==> src/rtl/prog_packet_rx.sv <==
// Byte-stream program packet receiver: SYNC, command, little-endian payload, XOR checksum.
// Define PROG_RX_FRAME_SYNC_EN to hold accepted commits until the next frame_start pulse.
module prog_packet_rx #(
  parameter int unsigned PROG_PAYLD_PKT_BITS = 48,
  parameter logic [7:0]  SYNC_BYTE           = 8'hA5,
  parameter int unsigned TIMEOUT_CYCLES      = 100000
) (
  input  logic                           clk,
  input  logic                           rst_n,
  input  logic [7:0]                     rx_data,
  input  logic                           rx_valid,
  input  logic                           frame_start,
  output logic [PROG_PAYLD_PKT_BITS-1:0] prog_buffer,
  output logic                           is_sym_mode,
  output logic                           pkt_ok,
  output logic                           pkt_err
);

  localparam int unsigned NBYTES = PROG_PAYLD_PKT_BITS / 8;
  localparam int unsigned CW     = (NBYTES > 1) ? $clog2(NBYTES) : 1;
  localparam int unsigned TW     = $clog2(TIMEOUT_CYCLES);

  localparam logic [CW-1:0] LAST_BYTE = CW'(NBYTES - 1);
  localparam logic [TW-1:0] TMO_LIMIT = TW'(TIMEOUT_CYCLES - 1);
  localparam logic [7:0]    CMD_NOP   = 8'h00;
  localparam logic [7:0]    CMD_LOAD  = 8'h01;

  typedef enum logic [1:0] {
    S_IDLE,
    S_CMD,
    S_PAYLOAD,
    S_CHECK
  } state_e;

  state_e                         state_q, state_d;
  logic [PROG_PAYLD_PKT_BITS-1:0] asm_q, asm_d;
  logic [7:0]                     chk_q, chk_d;
  logic [CW-1:0]                  byte_cnt_q, byte_cnt_d;
  logic                           load_q, load_d;
  logic [TW-1:0]                  tmo_q, tmo_d;
  logic [TW-1:0]                  tmo_inc;
  logic [PROG_PAYLD_PKT_BITS-1:0] prog_buffer_q, prog_buffer_d;
  logic                           is_sym_mode_q, is_sym_mode_d;
  logic                           pkt_ok_q, pkt_ok_d;
  logic                           pkt_err_q, pkt_err_d;
  logic                           commit;

`ifdef PROG_RX_FRAME_SYNC_EN
  logic [PROG_PAYLD_PKT_BITS-1:0] pending_buf_q, pending_buf_d;
  logic                           pending_mode_q, pending_mode_d;
  logic                           pending_vld_q, pending_vld_d;
`else
  logic                           frame_start_unused;
  assign frame_start_unused = frame_start;
`endif

  // Packet framing, checksum and idle timeout.
  always_comb begin
    // NOTE: every signal written here gets a default first, so no path through the case can infer a latch.
    state_d    = state_q;
    asm_d      = asm_q;
    chk_d      = chk_q;
    byte_cnt_d = byte_cnt_q;
    load_d     = load_q;
    pkt_ok_d   = 1'b0;
    pkt_err_d  = 1'b0;
    commit     = 1'b0;
    tmo_inc    = tmo_q + TW'(1);
    tmo_d      = (state_q == S_IDLE || rx_valid) ? '0 : tmo_inc;

    unique case (state_q)
      S_IDLE: begin
        if (rx_valid && rx_data == SYNC_BYTE) state_d = S_CMD;
      end
      S_CMD: begin
        if (rx_valid) begin
          if (rx_data == CMD_LOAD) begin
            state_d    = S_PAYLOAD;
            chk_d      = CMD_LOAD;
            byte_cnt_d = '0;
            load_d     = 1'b1;
            asm_d      = '0;
          end else if (rx_data == CMD_NOP) begin
            state_d = S_CHECK;
            chk_d   = CMD_NOP;
            load_d  = 1'b0;
          end else begin
            state_d   = S_IDLE;
            pkt_err_d = 1'b1;
          end
        end
      end
      S_PAYLOAD: begin
        if (rx_valid) begin
          for (int i = 0; i < NBYTES; i++) begin
            if (byte_cnt_q == CW'(i)) asm_d[i*8 +: 8] = rx_data;
          end
          chk_d      = chk_q ^ rx_data;
          byte_cnt_d = byte_cnt_q + CW'(1);
          if (byte_cnt_q == LAST_BYTE) state_d = S_CHECK;
        end
      end
      S_CHECK: begin
        if (rx_valid) begin
          if (rx_data == chk_q) begin
            pkt_ok_d = 1'b1;
            commit   = 1'b1;
          end else begin
            pkt_err_d = 1'b1;
          end
          state_d = S_IDLE;
        end
      end
      default: state_d = S_IDLE;
    endcase

    // A byte arriving on the limit cycle keeps the packet alive.
    if (state_q != S_IDLE && !rx_valid && tmo_inc == TMO_LIMIT) begin
      state_d   = S_IDLE;
      pkt_err_d = 1'b1;
      tmo_d     = '0;
      asm_d     = '0;
    end
  end

  // Commit path: immediate, or staged until the frame boundary.
  always_comb begin
    prog_buffer_d = prog_buffer_q;
    is_sym_mode_d = is_sym_mode_q;
`ifdef PROG_RX_FRAME_SYNC_EN
    pending_buf_d  = pending_buf_q;
    pending_mode_d = pending_mode_q;
    pending_vld_d  = pending_vld_q;
    // Apply the old pending values first; a commit on this same edge waits for the next frame.
    if (frame_start && pending_vld_q) begin
      prog_buffer_d = pending_buf_q;
      is_sym_mode_d = pending_mode_q;
      pending_vld_d = 1'b0;
    end
    if (commit) begin
      pending_buf_d  = load_q ? asm_q : (pending_vld_q ? pending_buf_q : prog_buffer_q);
      pending_mode_d = load_q;
      pending_vld_d  = 1'b1;
    end
`else
    if (commit) begin
      if (load_q) prog_buffer_d = asm_q;
      is_sym_mode_d = load_q;
    end
`endif
  end

  // NOTE: sequential state uses non-blocking assignments so every flop samples pre-edge values.
  always_ff @(posedge clk or negedge rst_n) begin
    if (!rst_n) begin
      state_q        <= S_IDLE;
      asm_q          <= '0;
      chk_q          <= '0;
      byte_cnt_q     <= '0;
      load_q         <= 1'b0;
      tmo_q          <= '0;
      prog_buffer_q  <= '0;
      is_sym_mode_q  <= 1'b0;
      pkt_ok_q       <= 1'b0;
      pkt_err_q      <= 1'b0;
`ifdef PROG_RX_FRAME_SYNC_EN
      pending_buf_q  <= '0;
      pending_mode_q <= 1'b0;
      pending_vld_q  <= 1'b0;
`endif
    end else begin
      state_q        <= state_d;
      asm_q          <= asm_d;
      chk_q          <= chk_d;
      byte_cnt_q     <= byte_cnt_d;
      load_q         <= load_d;
      tmo_q          <= tmo_d;
      prog_buffer_q  <= prog_buffer_d;
      is_sym_mode_q  <= is_sym_mode_d;
      pkt_ok_q       <= pkt_ok_d;
      pkt_err_q      <= pkt_err_d;
`ifdef PROG_RX_FRAME_SYNC_EN
      pending_buf_q  <= pending_buf_d;
      pending_mode_q <= pending_mode_d;
      pending_vld_q  <= pending_vld_d;
`endif
    end
  end

  assign prog_buffer = prog_buffer_q;
  assign is_sym_mode = is_sym_mode_q;
  assign pkt_ok      = pkt_ok_q;
  assign pkt_err     = pkt_err_q;

endmodule

==> config.mk <==
export PLATFORM = sky130hd
export DESIGN_NAME = prog_packet_rx
export DESIGN_NICKNAME = d
export VERILOG_FILES = /design/src/rtl/prog_packet_rx.sv
export SDC_FILE = /design/constraint.sdc
export NUM_CORES = 1
export LEC_CHECK = 0
export CAP_MARGIN = 15
export CORE_MARGIN = 8
export CORE_UTILIZATION = 45
export CTS_CLUSTER_SIZE = 30
export DETAILED_ROUTE_END_ITERATION = 8
export PLACE_DENSITY = 0.68
export RECOVER_POWER = 50
export SYNTH_ARGS = -nofsm -noshare
export SYNTH_HDL_FRONTEND = slang
export SYNTH_SLANG_ARGS = --single-unit
==> constraint.sdc <==
create_clock -name clk -period 2.2 [get_ports clk]
set_input_delay 0.44 -clock clk [delete_from_list [all_inputs] [get_ports clk]]
set_output_delay 0.44 -clock clk [all_outputs]
set_load 0.05 [all_outputs]
==> out/qor.yml <==
run_status:
  outcome: "finished with violations"
  failed_checks: "setup timing"
critical_path:
  slowest_stage: "dfrtp_1"
  worstRegToRegCells: 9
  max_stage_delay_ns: 0.43
  r2r-end: "asm_q[17]"
  critPathMaxFanout: 9
  arrival_ns: 2.71
  critPathTopFamily: "simple AND/OR/NAND/NOR gates"
  end_kind: "flip-flop"
  crit_buf_inv: 3
  cp.required_ns: 2.50
  cp-start-kind: "flip-flop"
  timing.rr.start: "tmo_q[1]"
  cp-startpoint: "tmo_q[1]"
  reg2reg_setup_slack_ns: -0.21
  worstPathCellList: "buf_6 > nand4_1 > nor4_2 > xnor2_1 > nand4_1 > a211oi_4 > buf_6 > clkbuf_16 > nor2_1"
  worst-setup-path-type: "reg2reg"
logic_synthesis:
  yosys_warnings: 0
  yosysSeqAreaShare: 0.563
  synth_cells: 487
  ys_ff_latch: 130
  async_flop_share: 1.00
  synth.distinct_cells: 44
  syn_nets: 506
  synth_area_per_cell_um2: 11.9
  synth_edf_count: 0
  syn_area_mm2: 0.00577
  synthFlopType: "dfrtp_1"
job:
  cap_violations: 0
sta:
  hold_slack_ns: 0.221
  tightestPinTransition_ns: 1.09
  timing.final.ws_setup_ns: -0.210
  final_hold_viol_count: 0
  maxClockFrequency_ghz: 0.415
  slew_headroom: 0.275
  rsz0062_at_grt: "yes"
  timing.final.crit_share: 1.10
  fin_skew_ns: 0.00780
  finalSetupViolCount: 71
  period_needed_ns: 2.41
  maxSlewViolCount: 0
power:
  sw_frac_of_total: 0.199
  pwr-share-seq: 0.406
  p_clk_frac: 0.563
  pwr-share-comb: 0.030
  vdd_drop_max_mv: 0.491
  cellLeakagePower_nw: 4.04
  internal_power_mw: 4.77
  powerDensity_mw_per_mm2: 728
  netSwitchingPower_mw: 1.19
floorplanning:
  die_y_um: 129
  initial_core_util: 0.459
  std_cell_rows: 41
  dieWidth_um: 129
  core_area_mm2: 0.0126
  die_area_mm2: 0.0167
  ios: 63
clock_network:
  insertion_delay_ns: 0.42
  clockBufferDepth: 2
  cts_hold_buf: 0
  cts_root_buf: "clkbuf_16"
  htreeDepth: 4
  cts_tree: "built"
  cts_made_buffers: 17
  numClockSinks: 130
  clk_pin_slew_ns: 0.06
grt:
  grt_use_total: 0.169
  grt_pass1_wl_um: 21700
  use_met1: 0.200
  grt_pass1_vias: 4243
  top_usage_layer: "met2"
  antenna_found_initial: 0
  use_met2: 0.282
  grt_overflow: 0
  groute.layer.met3.usage: 0.0489
  grt_max_degree: 50
min_path:
  hold_class: "in2async"
placement:
  preCtsSetupSlack_ns: -0.588
  portBuffers: 61
  dp_hpwl_um: 8800
  globalplace.congestion: 0.810
finish:
  fin_util: 0.652
  seq_area_mm2: 0.00325
  nets: 633
  area_growth_pct: 41.9
  layout_common_cells: "dfrtp_1 (129), nor2_1 (54), clkdlybuf4s50_1 (54)"
  multi_input_area_mm2: 0.00265
  layout_commonest_cell: "dfrtp_1"
  drive_above_1_share: 0.329
  fillers: 940
  antennaDiodeCount: 0
route:
  drt-initial-drc-count: 348
  routed_via_density: 5.35
  wirelength_um: 14900
  drt-pass1-iter-count: 7
  wl_per_cell_um: 18.6
  drc_errors: 0
  ant_nets: 0
  num_vias: 4273
[layer usage]
| metal | wire, µm | share of wire |
|---|---|---|
| met2 | 7450 | 0.50 |
| met4 | 445 | 0.030 |
| met3 | 878 | 0.059 |
| met5 | 0 | 0 |
| met1 | 6120 | 0.41 |
[cell type report]
cell class / instances / area share
well taps: 172 / 0.0263
multi-input cells: 327 / 0.323
clock buffers: 20 / 0.0557
flip-flops and latches: 130 / 0.397
inverters: 10 / 0.00458
repair buffers: 128 / 0.163
clock inverters: 12 / 0.0307
[power by group through the flow]
stage / registers (mW) / logic, mW / clock network (mW)
floorplan: 2.46 / 0.0612 / 0
global placement: 2.46 / 0.179 / 0
detailed placement: 2.46 / 0.184 / 0
CTS: 2.42 / 0.183 / 3.39
global route: 2.42 / 0.204 / 3.50
finish: 2.42 / 0.181 / 3.36
[worst max-delay path by stage]
stage | to | slack, ns | depth (start not counted)
final | asm_q[17] | -0.21 | 9
after global routing | asm_q[17] | -0.33 | 9
after CTS | pkt_err | -0.01 | 10
after detailed placement | chk_q[2] | -0.59 | 7
after global placement | chk_q[1] | -0.54 | 7
after floorplan | asm_q[40] | -0.11 | 6
[state kept, by name, indices dropped and copies added (netlist names)]
register	flops
is_sym_mode	1
byte_cnt_q	3
pkt_err	1
state_q	2
chk_q	8
load_q	1
prog_buffer	48
tmo_q	17
asm_q	48
pkt_ok	1
[Yosys cell counts (2+ instances only)]
library cell	n	area, µm²
and2_0	7	43.8
nand2_1	20	75.1
o21ai_0	22	110
ha_1	7	87.6
dfrtp_1	130	3250
o31ai_1	2	15.0
a31oi_4	2	42.5
nor2_1	71	267
nand3_1	13	65.1
a21oi_4	3	48.8
nor3_1	14	70.1
and2_1	4	25.0
nor4_1	3	18.8
buf_2	6	30.0
inv_1	10	37.5
buf_1	3	11.3
nor3b_1	2	15.0
nand2b_1	3	18.8
nand4_1	5	31.3
mux2i_1	48	480
xnor2_1	15	131
xor2_1	9	78.8
and3_1	4	25.0
or4_4	2	22.5
a21oi_1	3	15.0
clkbuf_1	11	41.3
mux2_2	50	563
or2_2	2	12.5
[cell families after synthesis]
| group | synth area share |
|---|---|
| mux | 0.181 |
| buf+inv | 0.0208 |
| xor+xnor | 0.0364 |
| flops | 0.563 |
| simple gates | 0.132 |
| compound gates | 0.0520 |
| fa+ha+maj | 0.0152 |
[through the flow]
step	TNS [ns]	power [mW]	std cells	instance area (µm²)
final	-10.55	5.96	799	8190
after global routing	-23.13	6.13	799	8190
after CTS	-0.0190	5.99	785	7790
after detailed placement	-43.59	2.65	747	6970
after global placement	-41.84	2.64	747	6970
after floorplan	-4.45	2.52	487	5800
[what timing repair did]
action                     in CTS  in global routing
gates cloned                    2                  9
gates resized for setup        18                 63
pin swaps                       4                 28
buffers inserted                4                  6
setup endpoints to repair      67                 84
[worst register-to-register path: stages, from the launching register on]
cell       delay, ns
dfrtp_1         0.43
buf_6           0.14
nand4_1         0.19
nor4_2          0.33
xnor2_1         0.20
nand4_1         0.21
a211oi_4        0.35
buf_6           0.22
clkbuf_16       0.17
nor2_1          0.06
No activity file was read; power rests on OpenSTA's default activity.
